File: src/rtl/fpm_pkg.sv
// Shared types and constants for the pipelined FP multiplier.
package fpm_pkg;

  // Operand classification after subnormal flushing.
  typedef enum logic [2:0] {
    ZERO,
    NORM,
    INF,
    QNAN,
    SNAN
  } fp_class_e;

  // Bit positions inside the 4-bit flags word {invalid, overflow, underflow, inexact}.
  localparam int FLG_INV = 3;
  localparam int FLG_OVF = 2;
  localparam int FLG_UNF = 1;
  localparam int FLG_INX = 0;

  // Exponent bias for an exponent field of exp_w bits.
  function automatic int exp_bias(input int exp_w);
    return (1 << (exp_w - 1)) - 1;
  endfunction

  // All-ones exponent value (infinity / NaN encoding).
  function automatic int exp_max(input int exp_w);
    return (1 << exp_w) - 1;
  endfunction

endpackage

File: src/rtl/fpm_pipe_if.sv
// Operand/result streaming bus of the FP multiplier.
interface fpm_pipe_if #(
  parameter int EXP_W = 8,
  parameter int MAN_W = 23
);
  localparam int W = 1 + EXP_W + MAN_W;

  logic         in_valid;
  logic         in_ready;
  logic [W-1:0] num1;
  logic [W-1:0] num2;
  logic         out_valid;
  logic         out_ready;
  logic [W-1:0] result;
  logic [3:0]   flags;

  // Producer/consumer side.
  modport master (
    output in_valid, num1, num2, out_ready,
    input  in_ready, out_valid, result, flags
  );

  // Multiplier side.
  modport slave (
    input  in_valid, num1, num2, out_ready,
    output in_ready, out_valid, result, flags
  );
endinterface

File: src/rtl/fpm_unpack.sv
// Splits an FP word into sign, exponent, significand with hidden bit and class.
module fpm_unpack
  import fpm_pkg::*;
#(
  parameter int EXP_W = 8,
  parameter int MAN_W = 23
) (
  input  logic [EXP_W+MAN_W:0] num,
  output logic                 sign,
  output logic [EXP_W-1:0]     exp,
  output logic [MAN_W:0]       sig,
  output fp_class_e            cls
);
  logic [MAN_W-1:0] frac;

  assign sign = num[EXP_W+MAN_W];
  assign exp  = num[MAN_W +: EXP_W];
  assign frac = num[MAN_W-1:0];
  assign sig  = {1'b1, frac};

  // Classify; a zero exponent covers subnormals, which are flushed to zero.
  always_comb begin
    cls = NORM;
    if (exp == '0) begin
      cls = ZERO;
    end else if (exp == '1) begin
      if (frac == '0)            cls = INF;
      else if (frac[MAN_W-1])    cls = QNAN;
      else                       cls = SNAN;
    end
  end
endmodule

File: src/rtl/fpm_pipe.sv
// Three-stage IEEE-754 multiplier: S1 classify/exponent, S2 multiply, S3 round/pack.
module fpm_pipe
  import fpm_pkg::*;
#(
  parameter int EXP_W = 8,
  parameter int MAN_W = 23
) (
  input logic       clk,
  input logic       rst_n,
  fpm_pipe_if.slave bus
);
  localparam int W  = 1 + EXP_W + MAN_W;
  localparam int SW = MAN_W + 1;
  localparam int PW = 2 * SW;
  localparam int EW = EXP_W + 2;
  localparam logic signed [EW-1:0] BIAS_E = EW'(exp_bias(EXP_W));
  localparam logic signed [EW-1:0] EMAX_E = EW'(exp_max(EXP_W));
  localparam logic signed [EW-1:0] ZERO_E = '0;
  localparam logic [EXP_W-1:0]     EMAX_F = '1;
  localparam logic [W-1:0]         QNAN_W = {1'b0, EMAX_F, 1'b1, {(MAN_W-1){1'b0}}};

  // A held output stalls every stage at once; no stage may advance alone.
  logic stall, advance;
  logic out_valid_reg;
  assign stall        = out_valid_reg & ~bus.out_ready;
  assign advance      = ~stall;
  assign bus.in_ready = advance;

  // Operand unpacking, one unit per operand.
  logic [W-1:0]     op     [2];
  logic             u_sign [2];
  logic [EXP_W-1:0] u_exp  [2];
  logic [MAN_W:0]   u_sig  [2];
  fp_class_e        u_cls  [2];
  assign op[0] = bus.num1;
  assign op[1] = bus.num2;

  for (genvar gi = 0; gi < 2; gi++) begin : g_unpack
    fpm_unpack #(.EXP_W(EXP_W), .MAN_W(MAN_W)) u_unpack (
      .num (op[gi]),
      .sign(u_sign[gi]),
      .exp (u_exp[gi]),
      .sig (u_sig[gi]),
      .cls (u_cls[gi])
    );
  end

  // S1 decisions: special-case result is fully resolved here and carried along.
  logic                 sgn_next, sp_next;
  logic [W-1:0]         spres_next;
  logic [3:0]           spflg_next;
  logic signed [EW-1:0] e_next;
  logic                 nan_any, zero_any, inf_any;

  // Resolve specials by priority: NaN, INF*ZERO, INF, ZERO, else arithmetic path.
  always_comb begin
    sgn_next   = u_sign[0] ^ u_sign[1];
    sp_next    = 1'b1;
    spres_next = '0;
    spflg_next = '0;
    e_next     = $signed({2'b00, u_exp[0]}) + $signed({2'b00, u_exp[1]}) - BIAS_E;
    nan_any    = (u_cls[0] inside {QNAN, SNAN}) | (u_cls[1] inside {QNAN, SNAN});
    zero_any   = (u_cls[0] == ZERO) | (u_cls[1] == ZERO);
    inf_any    = (u_cls[0] == INF) | (u_cls[1] == INF);
    if (nan_any) begin
      spres_next          = QNAN_W;
      spflg_next[FLG_INV] = (u_cls[0] == SNAN) | (u_cls[1] == SNAN);
    end else if (inf_any && zero_any) begin
      spres_next          = QNAN_W;
      spflg_next[FLG_INV] = 1'b1;
    end else if (inf_any) begin
      spres_next = {sgn_next, EMAX_F, {MAN_W{1'b0}}};
    end else if (zero_any) begin
      spres_next = {sgn_next, {(W-1){1'b0}}};
    end else begin
      sp_next = 1'b0;
    end
  end

  logic                 v1_reg, sgn1_reg, sp1_reg;
  logic [W-1:0]         res1_reg;
  logic [3:0]           flg1_reg;
  logic signed [EW-1:0] e1_reg;
  logic [SW-1:0]        siga1_reg, sigb1_reg;

  // S1 register: classification, sign and biased exponent sum.
  always_ff @(posedge clk or negedge rst_n) begin
    if (!rst_n) begin
      v1_reg <= 1'b0; sgn1_reg <= 1'b0; sp1_reg <= 1'b0;
      res1_reg <= '0; flg1_reg <= '0; e1_reg <= '0;
      siga1_reg <= '0; sigb1_reg <= '0;
    end else if (advance) begin
      v1_reg <= bus.in_valid; sgn1_reg <= sgn_next; sp1_reg <= sp_next;
      res1_reg <= spres_next; flg1_reg <= spflg_next; e1_reg <= e_next;
      siga1_reg <= u_sig[0]; sigb1_reg <= u_sig[1];
    end
  end

  logic                 v2_reg, sgn2_reg, sp2_reg;
  logic [W-1:0]         res2_reg;
  logic [3:0]           flg2_reg;
  logic signed [EW-1:0] e2_reg;
  logic [PW-1:0]        prod2_reg;

  // S2 register: full-width significand product.
  always_ff @(posedge clk or negedge rst_n) begin
    if (!rst_n) begin
      v2_reg <= 1'b0; sgn2_reg <= 1'b0; sp2_reg <= 1'b0;
      res2_reg <= '0; flg2_reg <= '0; e2_reg <= '0; prod2_reg <= '0;
    end else if (advance) begin
      v2_reg <= v1_reg; sgn2_reg <= sgn1_reg; sp2_reg <= sp1_reg;
      res2_reg <= res1_reg; flg2_reg <= flg1_reg; e2_reg <= e1_reg;
      prod2_reg <= PW'(siga1_reg) * PW'(sigb1_reg);
    end
  end

  logic [PW-1:0]        norm;
  logic signed [EW-1:0] e_adj, e_fin;
  logic [MAN_W-1:0]     mant;
  logic                 guard, sticky, inc;
  logic [MAN_W:0]       rnd;
  logic [W-1:0]         res_next;
  logic [3:0]           flg_next;

  // S3 logic: put the hidden bit at the MSB, round to nearest even, check range.
  always_comb begin
    norm   = prod2_reg[PW-1] ? prod2_reg : (prod2_reg << 1);
    e_adj  = e2_reg + {{(EW-1){1'b0}}, prod2_reg[PW-1]};
    mant   = norm[PW-2 -: MAN_W];
    guard  = norm[MAN_W];
    sticky = |norm[MAN_W-1:0];
    inc    = guard & (sticky | mant[0]);
    rnd    = {1'b0, mant} + {{MAN_W{1'b0}}, inc};
    e_fin  = e_adj + {{(EW-1){1'b0}}, rnd[MAN_W]};
    res_next = '0;
    flg_next = '0;
    if (sp2_reg) begin
      res_next = res2_reg;
      flg_next = flg2_reg;
    end else if (e_fin >= EMAX_E) begin
      res_next           = {sgn2_reg, EMAX_F, {MAN_W{1'b0}}};
      flg_next[FLG_OVF]  = 1'b1;
      flg_next[FLG_INX]  = 1'b1;
    end else if (e_fin <= ZERO_E) begin
      res_next           = {sgn2_reg, {(W-1){1'b0}}};
      flg_next[FLG_UNF]  = 1'b1;
      flg_next[FLG_INX]  = 1'b1;
    end else begin
      res_next           = {sgn2_reg, e_fin[EXP_W-1:0], rnd[MAN_W-1:0]};
      flg_next[FLG_INX]  = guard | sticky;
    end
  end

  logic [W-1:0] result_reg;
  logic [3:0]   flags_reg;

  // S3 register: the output holding register seen by the consumer.
  always_ff @(posedge clk or negedge rst_n) begin
    if (!rst_n) begin
      out_valid_reg <= 1'b0; result_reg <= '0; flags_reg <= '0;
    end else if (advance) begin
      out_valid_reg <= v2_reg; result_reg <= res_next; flags_reg <= flg_next;
    end
  end

  assign bus.out_valid = out_valid_reg;
  assign bus.result    = result_reg;
  assign bus.flags     = flags_reg;
endmodule

File: src/flat_wrapper.sv
// flat-port wrapper written by rule: the top's interface ports become plain ports
module fpm_pipe_flat import fpm_pkg::*;
#(
  parameter int EXP_W = 8,
  parameter int MAN_W = 23
)
  (clk, rst_n, bus_in_valid, bus_num1, bus_num2, bus_out_ready, bus_in_ready, bus_out_valid, bus_result, bus_flags);
  fpm_pipe_if #(.EXP_W(EXP_W), .MAN_W(MAN_W)) bus_i ();
  input logic clk;
  input logic rst_n;
  input wire logic [$bits(bus_i.in_valid)-1:0] bus_in_valid;
  input wire logic [$bits(bus_i.num1)-1:0] bus_num1;
  input wire logic [$bits(bus_i.num2)-1:0] bus_num2;
  input wire logic [$bits(bus_i.out_ready)-1:0] bus_out_ready;
  output wire logic [$bits(bus_i.in_ready)-1:0] bus_in_ready;
  output wire logic [$bits(bus_i.out_valid)-1:0] bus_out_valid;
  output wire logic [$bits(bus_i.result)-1:0] bus_result;
  output wire logic [$bits(bus_i.flags)-1:0] bus_flags;
  assign bus_i.in_valid = bus_in_valid;
  assign bus_i.num1 = bus_num1;
  assign bus_i.num2 = bus_num2;
  assign bus_i.out_ready = bus_out_ready;
  assign bus_in_ready = bus_i.in_ready;
  assign bus_out_valid = bus_i.out_valid;
  assign bus_result = bus_i.result;
  assign bus_flags = bus_i.flags;
  fpm_pipe #(.EXP_W(EXP_W), .MAN_W(MAN_W)) u_core (.clk(clk), .rst_n(rst_n), .bus(bus_i));
endmodule
File: config.mk
export PLATFORM = sky130hd
export DESIGN_NAME = fpm_pipe_flat
export DESIGN_NICKNAME = d
export VERILOG_FILES = /design/src/rtl/fpm_pkg.sv /design/src/rtl/fpm_pipe_if.sv /design/src/rtl/fpm_unpack.sv /design/src/rtl/fpm_pipe.sv /design/src/flat_wrapper.sv
export SDC_FILE = /design/constraint.sdc
export NUM_CORES = 2
export LEC_CHECK = 0
export ABC_AREA = 1
export BUFFER_PORTS_ARGS = -buffer_cell sky130_fd_sc_hd__buf_2
export CORE_MARGIN = 4
export CORE_UTILIZATION = 45
export CTS_CLUSTER_DIAMETER = 80
export DETAILED_ROUTE_END_ITERATION = 8
export HOLD_SLACK_MARGIN = 0.05
export PLACE_DENSITY = 0.73
export SLEW_MARGIN = 20
export SYNTH_ARGS = -nofsm -noshare
export SYNTH_HDL_FRONTEND = slang
export SYNTH_HIERARCHICAL = 1
export SYNTH_SLANG_ARGS = --single-unit
File: constraint.sdc
create_clock -name clk -period 15.39 [get_ports clk]
set_input_delay 3.078 -clock clk [delete_from_list [all_inputs] [get_ports clk]]
set_output_delay 3.078 -clock clk [all_outputs]
set_load 0.005 [all_outputs]
==> flow_summary.rst <==
.. list-table::
   :header-rows: 1

   * - Metric
     - Value
   * - Vias per cell
     - 4.99
   * - Count of final hold-check violations
     - 0
   * - Relative slew slack
     - 0.216
   * - Port Buffers
     - roughly 110
   * - Global router's overall resource usage
     - 0.224
   * - Fraction of the cycle the final worst path needs
     - 0.453
   * - Number of vias in the routed layout
     - between 20000 and 25000
   * - Element type at the critical path end
     - flop
   * - Share of layout cells above drive strength 1
     - 0.0603
   * - Fillers
     - 6146
   * - Top flip-flop cell by instance count after synthesis
     - dfrtp_1
   * - Max reg flops
     - 48
   * - First DRT Iteration DRCs
     - 1790
   * - Number of antenna violations at the first check in global routing
     - 2
   * - Global-route wire length before repair
     - 123000 µm
   * - Post-detailed-route count of antenna-violating nets
     - 0
   * - Post-cts resize count
     - 0
   * - Minimum clock period
     - between 6 and 7 ns
   * - Clk buf depth
     - 2
   * - Final cell count without fillers
     - about 4600
   * - Setup repair bufs after CTS
     - 0
   * - Die width
     - about 260 µm
   * - Average instance area after synthesis
     - 7.51 µm²
   * - Vert. Die Dim
     - 262 µm
   * - Syn Std Cell Area
     - between 20000 and 30000 µm²
   * - Largest fanout on the critical path
     - 25
   * - Post-synthesis net count
     - roughly 4600
   * - Clk root buf
     - clkbuf_16
   * - Clock-pin slew reported for the worst setup and hold paths after clock tree synthesis
     - roughly 0.070 ns
   * - Post-Route WL
     - between 70000 and 80000 µm
   * - Pre-antenna DRT Iters
     - 7
   * - GRT Residual Overflow
     - 0
   * - Worst-Skew Late Latency
     - approximately 0.47 ns
   * - Mean routed wirelength per cell
     - 15.8 µm
   * - Number of placement rows
     - around 90
   * - DRC violations left
     - 0
   * - H-tree levels
     - 4
   * - Yosys warning total
     - 6
   * - Area Overhead vs Synth
     - 3.77%
   * - EDFF count, synth
     - 0
   * - Inserted Clock Buffers
     - 17
   * - Worst min path class
     - flop to flop
   * - Worst slew pin tran
     - 1.18 ns
   * - CTS Sinks
     - approximately 170
   * - Via count of the first global-routing pass
     - approximately 24000
   * - Crit start category
     - flop
   * - Final worst clock skew
     - about 0.019 ns
   * - CTS Hold Bufs
     - 0
   * - Final setup violation count
     - 0
   * - Initial core utilization
     - 0.457
   * - Result of the run
     - finished, final reports clean
   * - Gp weighted congestion
     - slightly below 1
   * - Worst setup path class
     - flop to flop
   * - Worst R2R Setup Slack
     - 8.42 ns
   * - Slew Limit Fails
     - 0
   * - Number of synthesized register bits
     - between 150 and 200
   * - Number of nets at the end of the flow
     - 4496
   * - IO Pins
     - 106
   * - Path depth of the worst reg2reg path
     - 27
   * - Worst EP arrival
     - 7.31 ns
   * - Crit path required time
     - around 16 ns
   * - Core Region
     - between 60000 and 70000 µm²
   * - Maximum achievable frequency
     - 144 MHz
   * - CTS tree
     - built
   * - Share of async-settable or async-resettable flops after synthesis
     - 1.00
   * - Number of violations of the max-capacitance limit
     - 0
   * - Final-layout setup total negative slack
     - 0 ns
   * - HPWL after detailed placement
     - between 50000 and 60000 µm
   * - Fraction of the yosys area taken by sequential cells
     - 0.144
   * - Pin count of the biggest net entering global routing
     - between 90 and 100
   * - Setup repair after global routing missed its margin
     - no
   * - Hold Path Cell Cnt
     - 2
   * - Synthesized instance count
     - 3857
   * - Die Area
     - approximately 69000 µm²
   * - Cell count after placement
     - ~4600
   * - Count of distinct cell types in the synthesized netlist
     - 54
   * - Antenna diode count
     - 0
-- final timing paths --
check / from / endpoint
setup / recovery: u_core/siga1_reg[12] / u_core/prod2_reg[44]
hold / removal: u_core/v2_reg / u_core/bus.out_valid
setup reg to reg: u_core/siga1_reg[12] / u_core/prod2_reg[44]
hold reg to reg: u_core/v2_reg / u_core/bus.out_valid
max in group asynchronous: rst_n / u_core/siga1_reg[11]
min in group asynchronous: rst_n / u_core/bus.result[10]
-- per-layer routing --
| metal | vias up | share of wire | global-route usage |
|---|---|---|---|
| li1 | 10800 | - | - |
| met1 | 11100 | 0.44 | 0.316 |
| met2 | 960 | 0.45 | 0.347 |
| met3 | 140 | 0.091 | 0.0524 |
| met4 | 4 | 0.027 | 0.0666 |
| met5 | - | 0.00029 | 0 |
-- cell usage after synthesis (7+ instances only) --
| cell type | count | share of area |
|---|---|---|
| a21oi_1 | 68 | 0.012 |
| buf_4 | 68 | 0.018 |
| clkbuf_1 | 170 | 0.022 |
| dfrtp_1 | 167 | 0.14 |
| fa_1 | 484 | 0.33 |
| ha_1 | 192 | 0.083 |
| inv_1 | 980 | 0.13 |
| nand2_1 | 1158 | 0.15 |
| nand2_2 | 9 | 0.0019 |
| nand3_1 | 91 | 0.016 |
| nand4_1 | 31 | 0.0067 |
| nor2_1 | 147 | 0.019 |
| nor3_1 | 18 | 0.0031 |
| o21ai_0 | 106 | 0.018 |
| o21ai_1 | 8 | 0.0014 |
| o21ai_2 | 16 | 0.0048 |
| o21bai_1 | 9 | 0.0023 |
| o22ai_1 | 7 | 0.0015 |
| or2_2 | 15 | 0.0032 |
| xnor2_1 | 19 | 0.0057 |
| xor2_1 | 14 | 0.0042 |
-- kinds of logic after synthesis --
logic type / after synthesis / synth area share
AOI/OAI and AO/OA: 237 / 0.0462
xor gates and xnor gates: 33 / 0.00998
adders and majority gates: 676 / 0.417
buffers and inverters: 1235 / 0.171
DFF: 167 / 0.144
other: 2 / 0.000259
and+or+nand+nor: 1507 / 0.211
-- critical path: stages (launching register included) --
cell and delay, ns:
dfrtp_1 1.07, nand2_1 0.19, fa_1 0.55, inv_1 0.05, fa_1 0.48, inv_1 0.06, fa_1 0.52, inv_1 0.05
fa_1 0.52, inv_1 0.06, fa_1 0.54, inv_1 0.05, fa_1 0.48, inv_1 0.05, fa_1 0.47, inv_1 0.04
ha_1 0.35, nand2_1 0.11, nor2_1 0.18, inv_1 0.06, o21bai_1 0.26, nand2_1 0.08, nand3_1 0.19, nand2_1 0.12
nand2_1 0.08, nand2_1 0.04, nand3_1 0.09, nand2_1 0.08
-- cells in the final DEF, fill, tap and decap left out, types with 15 or more instances in the layout --
cell type and n:
a21oi_1 68, o21ai_0 106, dfrtp_1 167, nor2_1 146, buf_4 20, nor3_1 18, or2_2 15, ha_1 192
nand2_1 1158, nand4_1 31, fa_1 484, o21ai_2 16, xnor2_1 19, inv_1 979, nand3_1 91, buf_2 104
clkbuf_16 17
-- area by class of cell --
type                    instances  area, µm²  share of cell area
multi-input cells            2455      19900               0.660
flip-flops and latches        167       4180               0.139
inverters                     986       3710               0.123
well taps                     846       1060              0.0352
repair buffers                125        682              0.0227
clock buffers                  18        439              0.0146
clock inverters                14        136             0.00454
-- metrics by stage --
step,area (µm²),hold WS [ns],setup WS [ns],util
6_report,30100,0.456,8.42,0.474
2_1_floorplan,29000,0.420,8.42,-
3_5_place_dp,29500,0.442,8.53,0.465
3_3_place_gp,29500,0.438,8.55,0.465
4_1_cts,30100,0.461,8.51,0.474
5_1_grt,30100,0.482,7.99,0.474
Power is left out: the tool's default activity adds up to more than one toggle a clock period on the data nets, which glitch-free logic cannot reach.
